--- config.mk ---
export PLATFORM = sky130hd
export DESIGN_NAME = ex_muldiv
export DESIGN_NICKNAME = d
export VERILOG_FILES = /design/src/rtl/ex_muldiv_pkg.sv /design/src/rtl/ex_muldiv_md_divider.sv /design/src/rtl/ex_muldiv.sv
export SDC_FILE = /design/constraint.sdc
export NUM_CORES = 2
export LEC_CHECK = 0
export BUFFER_PORTS_ARGS = -buffer_cell sky130_fd_sc_hd__buf_2
export CAP_MARGIN = 10
export CELL_PAD_IN_SITES_DETAIL_PLACEMENT = 1
export CELL_PAD_IN_SITES_GLOBAL_PLACEMENT = 2
export CORE_MARGIN = 1.5
export CORE_UTILIZATION = 45
export DETAILED_ROUTE_END_ITERATION = 10
export PLACE_DENSITY_LB_ADDON = 0.05
export SYNTH_ARGS = -nofsm -noshare
export SYNTH_HDL_FRONTEND = slang
export SYNTH_SLANG_ARGS = --single-unit
--- constraint.sdc ---
create_clock -name clk -period 22.7 [get_ports clk]
set_input_delay 4.54 -clock clk [delete_from_list [all_inputs] [get_ports clk]]
set_output_delay 4.54 -clock clk [all_outputs]
set_load 0.1 [all_outputs]
--- src/rtl/ex_muldiv_pkg.sv ---
// Shared encodings for the multiply/divide execute unit: op codes, FSM states
// and small op-decoding helpers used by the top FSM.
package ex_muldiv_pkg;

    typedef logic [2:0] md_op_t;
    typedef logic [1:0] md_state_t;

    localparam md_op_t MD_MUL    = 3'd0;
    localparam md_op_t MD_MULH   = 3'd1;
    localparam md_op_t MD_MULHSU = 3'd2;
    localparam md_op_t MD_MULHU  = 3'd3;
    localparam md_op_t MD_DIV    = 3'd4;
    localparam md_op_t MD_DIVU   = 3'd5;
    localparam md_op_t MD_REM    = 3'd6;
    localparam md_op_t MD_REMU   = 3'd7;

    localparam md_state_t ST_IDLE = 2'd0;
    localparam md_state_t ST_MUL  = 2'd1;
    localparam md_state_t ST_DIV  = 2'd2;
    localparam md_state_t ST_DONE = 2'd3;

    function automatic logic md_is_div(input md_op_t op);
        return op[2];
    endfunction

    // DIV and REM are the signed divide ops; the U variants have op[0] set.
    function automatic logic md_is_signed_div(input md_op_t op);
        return op[2] & ~op[0];
    endfunction

    function automatic logic md_is_rem(input md_op_t op);
        return op[2] & op[1];
    endfunction

endpackage

--- src/rtl/ex_muldiv_md_divider.sv ---
// Iterative restoring divider on operand magnitudes, one quotient bit per
// cycle; sign correction is applied on the outputs while done_o is high.
module md_divider
    import ex_muldiv_pkg::*;
#(
    parameter int XLEN = 32
) (
    input  logic            clk,
    input  logic            rst,
    input  logic            kill_i,
    input  logic            start_i,
    input  logic            signed_i,
    input  logic [XLEN-1:0] dividend_i,
    input  logic [XLEN-1:0] divisor_i,
    output logic            done_o,
    output logic [XLEN-1:0] quot_o,
    output logic [XLEN-1:0] rem_o
);

    localparam int CW = $clog2(XLEN) + 1;

    logic            busy_q, busy_d;
    logic [CW-1:0]   cnt_q, cnt_d;
    logic [XLEN-1:0] rem_q, rem_d;
    logic [XLEN-1:0] quo_q, quo_d;
    logic [XLEN-1:0] dvs_q, dvs_d;
    logic            qneg_q, qneg_d;
    logic            rneg_q, rneg_d;

    logic [XLEN-1:0] mag_a;
    logic [XLEN-1:0] mag_b;
    logic [XLEN:0]   shifted;
    logic [XLEN:0]   diff;
    logic            done;

    assign done = busy_q && (cnt_q == CW'(XLEN));

    always_comb begin
        mag_a   = (signed_i && dividend_i[XLEN-1]) ? -dividend_i : dividend_i;
        mag_b   = (signed_i && divisor_i[XLEN-1])  ? -divisor_i  : divisor_i;
        // quo_q doubles as the dividend shift register: its MSB feeds the
        // partial remainder while quotient bits enter at the LSB.
        shifted = {rem_q, quo_q[XLEN-1]};
        diff    = shifted - {1'b0, dvs_q};

        busy_d = busy_q;
        cnt_d  = cnt_q;
        rem_d  = rem_q;
        quo_d  = quo_q;
        dvs_d  = dvs_q;
        qneg_d = qneg_q;
        rneg_d = rneg_q;

        if (kill_i) begin
            busy_d = 1'b0;
        end else if (start_i) begin
            busy_d = 1'b1;
            cnt_d  = '0;
            rem_d  = '0;
            quo_d  = mag_a;
            dvs_d  = mag_b;
            qneg_d = signed_i & (dividend_i[XLEN-1] ^ divisor_i[XLEN-1]);
            rneg_d = signed_i & dividend_i[XLEN-1];
        end else if (done) begin
            busy_d = 1'b0;
        end else if (busy_q) begin
            cnt_d = cnt_q + CW'(1);
            if (!diff[XLEN]) begin
                rem_d = diff[XLEN-1:0];
                quo_d = {quo_q[XLEN-2:0], 1'b1};
            end else begin
                rem_d = shifted[XLEN-1:0];
                quo_d = {quo_q[XLEN-2:0], 1'b0};
            end
        end
    end

    always_ff @(posedge clk or negedge rst) begin
        if (!rst) begin
            busy_q <= 1'b0;
            cnt_q  <= '0;
            rem_q  <= '0;
            quo_q  <= '0;
            dvs_q  <= '0;
            qneg_q <= 1'b0;
            rneg_q <= 1'b0;
        end else begin
            busy_q <= busy_d;
            cnt_q  <= cnt_d;
            rem_q  <= rem_d;
            quo_q  <= quo_d;
            dvs_q  <= dvs_d;
            qneg_q <= qneg_d;
            rneg_q <= rneg_d;
        end
    end

    assign done_o = done;
    assign quot_o = qneg_q ? -quo_q : quo_q;
    assign rem_o  = rneg_q ? -rem_q : rem_q;

endmodule

--- src/rtl/ex_muldiv.sv ---
// RISC-V M-extension execute unit: pipelined multiplier inline, iterative
// divider in md_divider, single-issue IDLE/MUL/DIV/DONE control FSM.
module ex_muldiv
    import ex_muldiv_pkg::*;
#(
    parameter int XLEN       = 32,
    parameter int MUL_CYCLES = 2
) (
    input  logic            clk,
    input  logic            rst,
    input  logic            flush,
    input  logic            in_valid,
    output logic            in_ready,
    input  logic [2:0]      op,
    input  logic [XLEN-1:0] op1,
    input  logic [XLEN-1:0] op2,
    input  logic [4:0]      rd_in,
    output logic            out_valid,
    input  logic            out_ready,
    output logic [XLEN-1:0] modify_data,
    output logic [4:0]      modify_address,
    output logic            busy
);

    localparam logic [XLEN-1:0] MOST_NEG = {1'b1, {(XLEN-1){1'b0}}};

    md_state_t       state_q, state_d;
    md_op_t          op_q, op_d;
    logic [XLEN-1:0] a_q, a_d;
    logic [XLEN-1:0] b_q, b_d;
    logic [4:0]      rd_q, rd_d;
    logic [2:0]      cnt_q, cnt_d;
    logic            special_q, special_d;
    logic [XLEN-1:0] res_q, res_d;

    logic            accept;
    logic            in_special;
    logic            div_start;
    logic            div_done;
    logic [XLEN-1:0] div_quot;
    logic [XLEN-1:0] div_rem;
    logic [XLEN-1:0] special_res;

    logic              mul_a_signed;
    logic              mul_b_signed;
    logic [2*XLEN-1:0] mul_a_ext;
    logic [2*XLEN-1:0] mul_b_ext;
    logic [2*XLEN-1:0] prod_c;
    logic [2*XLEN-1:0] prod_tap;
    logic [XLEN-1:0]   mul_res;

    assign accept     = in_valid && (state_q == ST_IDLE) && !flush;
    assign in_special = md_is_div(op) &&
                        ((op2 == '0) ||
                         (md_is_signed_div(op) && (op1 == MOST_NEG) && (op2 == '1)));
    assign div_start  = accept && md_is_div(op) && !in_special;

    md_divider #(
        .XLEN(XLEN)
    ) u_div (
        .clk       (clk),
        .rst       (rst),
        .kill_i    (flush),
        .start_i   (div_start),
        .signed_i  (md_is_signed_div(op)),
        .dividend_i(op1),
        .divisor_i (op2),
        .done_o    (div_done),
        .quot_o    (div_quot),
        .rem_o     (div_rem)
    );

    // Full 2*XLEN product of sign- or zero-extended operands; the low 2*XLEN
    // bits are exact for every signedness combination.
    assign mul_a_signed = (op_q == MD_MULH) || (op_q == MD_MULHSU);
    assign mul_b_signed = (op_q == MD_MULH);
    assign mul_a_ext    = {{XLEN{mul_a_signed & a_q[XLEN-1]}}, a_q};
    assign mul_b_ext    = {{XLEN{mul_b_signed & b_q[XLEN-1]}}, b_q};
    assign prod_c       = mul_a_ext * mul_b_ext;

    if (MUL_CYCLES == 1) begin : g_no_pipe
        assign prod_tap = prod_c;
    end else begin : g_pipe
        localparam int unsigned STAGES = MUL_CYCLES - 1;
        logic [2*XLEN-1:0] pipe_q [STAGES];

        always_ff @(posedge clk or negedge rst) begin
            if (!rst) begin
                for (int unsigned i = 0; i < STAGES; i++) begin
                    pipe_q[i] <= '0;
                end
            end else begin
                pipe_q[0] <= prod_c;
                for (int unsigned i = 1; i < STAGES; i++) begin
                    pipe_q[i] <= pipe_q[i-1];
                end
            end
        end

        assign prod_tap = pipe_q[STAGES-1];
    end

    assign mul_res = (op_q == MD_MUL) ? prod_tap[XLEN-1:0] : prod_tap[2*XLEN-1:XLEN];

    // A zero divisor takes precedence; otherwise the special case is overflow.
    always_comb begin
        if (b_q == '0) begin
            special_res = md_is_rem(op_q) ? a_q : '1;
        end else begin
            special_res = md_is_rem(op_q) ? '0 : a_q;
        end
    end

    always_comb begin
        state_d   = state_q;
        op_d      = op_q;
        a_d       = a_q;
        b_d       = b_q;
        rd_d      = rd_q;
        cnt_d     = cnt_q;
        special_d = special_q;
        res_d     = res_q;

        if (flush) begin
            state_d = ST_IDLE;
        end else begin
            case (state_q)
                ST_IDLE: begin
                    if (in_valid) begin
                        state_d   = md_is_div(op) ? ST_DIV : ST_MUL;
                        op_d      = op;
                        a_d       = op1;
                        b_d       = op2;
                        rd_d      = rd_in;
                        cnt_d     = '0;
                        special_d = in_special;
                    end
                end
                ST_MUL: begin
                    if (cnt_q == 3'(MUL_CYCLES - 1)) begin
                        state_d = ST_DONE;
                        res_d   = mul_res;
                    end else begin
                        cnt_d = cnt_q + 3'd1;
                    end
                end
                ST_DIV: begin
                    if (special_q) begin
                        state_d = ST_DONE;
                        res_d   = special_res;
                    end else if (div_done) begin
                        state_d = ST_DONE;
                        res_d   = md_is_rem(op_q) ? div_rem : div_quot;
                    end
                end
                ST_DONE: begin
                    if (out_ready) begin
                        state_d = ST_IDLE;
                    end
                end
                default: state_d = ST_IDLE;
            endcase
        end
    end

    always_ff @(posedge clk or negedge rst) begin
        if (!rst) begin
            state_q   <= ST_IDLE;
            op_q      <= MD_MUL;
            a_q       <= '0;
            b_q       <= '0;
            rd_q      <= '0;
            cnt_q     <= '0;
            special_q <= 1'b0;
            res_q     <= '0;
        end else begin
            state_q   <= state_d;
            op_q      <= op_d;
            a_q       <= a_d;
            b_q       <= b_d;
            rd_q      <= rd_d;
            cnt_q     <= cnt_d;
            special_q <= special_d;
            res_q     <= res_d;
        end
    end

    assign in_ready       = (state_q == ST_IDLE);
    assign out_valid      = (state_q == ST_DONE);
    assign busy           = (state_q != ST_IDLE);
    assign modify_data    = res_q;
    assign modify_address = rd_q;

endmodule

==> out/results.ini <==
[setup_path]
worstPathRequired_ns = 23.13
cp-end-kind = flip-flop
critical_path_buf_inv_count = 5
critPathMaxStageDelay_ns = 1.06
crit_top_cell = fa_1
cp_slowest_cell = fa_1
start_kind = flip-flop
arrival_ns = 9.46
critPathKind = flip-flop to flip-flop
crit_chain = buf_4 > nor3b_2 > buf_4 > nand2_1 > fa_1 > fa_1 > inv_1 > fa_1 > inv_1 > fa_1 > inv_1 > fa_1 > fa_1 > fa_1 > fa_1 > ha_1 > a21o_1 > a21o_1 > a21oi_1 > o21bai_1 > a21o_1 > a221oi_1 > o21ai_0 > xnor2_1
worstPathMaxFanout = 36
crit_family = adder cells

[drt]
via_per_inst = 5.41
drt-total-wl_um = 180000
firstDrtPassIters = 5
drcViolationCount = 0
wl_per_cell_um = 23.8
ant_nets = 0
vias = 41000
drtIter0Drc = 2423

[placed_design]
globalplace.congestion = 0.873
io_buffer_count = 116
dp_cells = 7497
post-dp-hpwl_um = 140000
placed_area_um2 = 55900

[floorplan]
initial_core_util_pct = 45.6
die_area_um2 = 122000
ios = 117
die_w_um = 350
dieHeight_um = 350
core_um2 = 119000
rows = 126

[clock_tree]
cts_setup_buffers = 0
cts_root_buf = clkbuf_16
h-tree-depth = 2
clock_latency_ns = 0.57
cts_tree = done
clk_pin_slew_worst_paths_ns = 0.06
cts_buffer_depth = 3
cts_made_buffers = 37
cts.sinks = 279
hold_buffers = 0
ctsResizeCount = 0

[synth]
ys_ff_latch = 279
synth_warnings = 0
netlist_instances = 6055
synth_seq_area_share_pct = 12.9
synth_top_area_cell = fa_1
avgSynthCellArea_um2 = 8.92
synth_area_um2 = 54000
synth.area.top_cells = fa_1, dfrtp_1, inv_1
synth_edf_count = 0
synth_top_area_share_pct = 41.7
synth_cell_type_count = 82
synth_async_sr_flop_share_pct = 100
synthFlopType = dfrtp_1
synth_nets = 7515

[sta]
setup_violations = 0
fin_tns_setup_ns = 0
rsz0062_at_grt = false
relSlewSlack_pct = 19.7
worst_pin_slew_ns = 1.20
fmax_mhz = 111
min_period_ns = 9.04
drv_slew = 0
hold_viol = 0
fin_skew_ns = 0.0341
period_share_pct = 39.8

[layout]
final_area_um2 = 57300
nNetsFinal = 7396
drive_above_1_share_pct = 5.17
fillers = 13800
syn_to_final_growth_pct = 5.96
seq_area_um2 = 6980
fin_util_pct = 48.3
multi_input_area_um2 = 41100
fin_cells = 7569

[global_routing]
grt_pass1_vias = 45100
grtUsageTotal_pct = 30.6
overflow = 0
antenna_found_initial = 7
grt_max_degree = 116
grt_pass1_wl_um = 281000

[flow_run]
drv_cap = 0

[hold_path]
min_path_type = flip-flop to flip-flop

[outcome]
run_status = complete, no violations

[routing by layer]
layer,track usage (%),share of wire (%)
met4,7.44,2.6
met1,43.3,46
met2,51.0,48
met3,2.34,4.0
met5,0,0
[worst register-to-register path, cell delays in order, from the launching register on]
cell      delay [ns]
dfrtp_1         0.32
buf_4           0.40
nor3b_2         0.26
buf_4           0.38
nand2_1         0.23
fa_1            0.56
fa_1            0.51
inv_1           0.07
fa_1            0.66
inv_1           0.26
fa_1            1.06
inv_1           0.33
fa_1            0.54
fa_1            0.57
fa_1            0.43
fa_1            0.44
ha_1            0.36
a21o_1          0.22
a21o_1          0.17
a21oi_1         0.19
o21bai_1        0.09
a21o_1          0.21
a221oi_1        0.32
o21ai_0         0.17
xnor2_1         0.15
[Yosys cell counts, drive strengths merged, types with 16 or more instances]
cell,number
inv,1218
o41ai,16
a31oi,27
nand2,1084
nor3,30
o21bai,25
dfrtp,279
nor4,22
ha,257
xnor2,141
nor2,185
nand4,24
mux2i,89
nand3,34
and2,353
fa,1126
or3,19
xor2,87
o21a,18
o21ai,214
clkbuf,361
a21oi,163
o211ai,21
a211oi,38
a21o,40
o31ai,31
[through the flow]
step	setup slack [ns]	hold slack [ns]
after floorplan	14.68	0.482
after global placement	13.81	0.455
after detailed placement	13.70	0.464
after CTS	13.67	0.477
after global routing	13.24	0.487
final	13.66	0.472
[cell families (layout without fill, tap and decap cells)]
| family | Yosys count | count (layout) | synth area share (%) |
|---|---|---|---|
| XOR/XNOR | 228 | 228 | 3.73 |
| adder cells (fa/ha/maj) | 1383 | 1383 | 47.7 |
| AO/OA/AOI/OAI | 652 | 652 | 7.48 |
| other | 0 | 6 | 0 |
| flip-flops | 279 | 279 | 12.9 |
| AND/OR/NAND/NOR | 1835 | 1835 | 15.4 |
| buffers and inverters | 1586 | 1494 | 11.1 |
| multiplexers | 92 | 92 | 1.71 |
[registers in the layout (all words and copies together) (netlist names), 6 cells and up]
name and count:
b_q 32, modify_data 32, g_pipe.pipe_q 64, u_div.cnt_q 6, u_div.quo_q 32, a_q 32
u_div.rem_q 32, u_div.dvs_q 32
[worst paths after layout]
check | from | end | slack, ns | depth (start not counted)
worst max-delay path | a_q[31] | g_pipe.pipe_q[63] | 13.66 | 24
worst min-delay path | modify_data[2] | modify_data[2] | 0.47 | 2
worst max register to register | a_q[31] | g_pipe.pipe_q[63] | 13.66 | 24
worst min register to register | modify_data[2] | modify_data[2] | 0.47 | 2
max in group asynchronous | rst | g_pipe.pipe_q[17] | 16.38 | 3
min in group asynchronous | rst | u_div.cnt_q[0] | 3.91 | 1
[placed cells by master, fill, tap and decap left out, types with 20 or more instances in the layout]
cell type,instances
fa_1,1126
nor3_1,27
dfrtp_1,279
nand4_1,24
o21ai_0,213
nor4_1,20
xnor2_1,140
mux2i_1,89
nor2_1,184
nand2_1,1084
nand3_1,34
xor2_1,87
inv_1,1217
clkbuf_16,39
a31oi_1,27
o21bai_1,25
a21oi_1,162
a21o_1,40
buf_2,115
buf_4,94
o211ai_1,21
a211oi_1,37
and2_1,352
o31ai_1,30
ha_1,257
[cell type report]
cell class	instances	area share, %
clock buffers	52	1.91
diodes	6	0.0262
inverters	1218	7.98
multi-input cells	4190	71.7
flip-flops and latches	279	12.2
clock inverters	14	0.382
well taps	1600	3.50
repair buffers	210	2.26
Power is left out: the tool's default activity adds up to more than one toggle a clock period on the data nets, which glitch-free logic cannot reach.
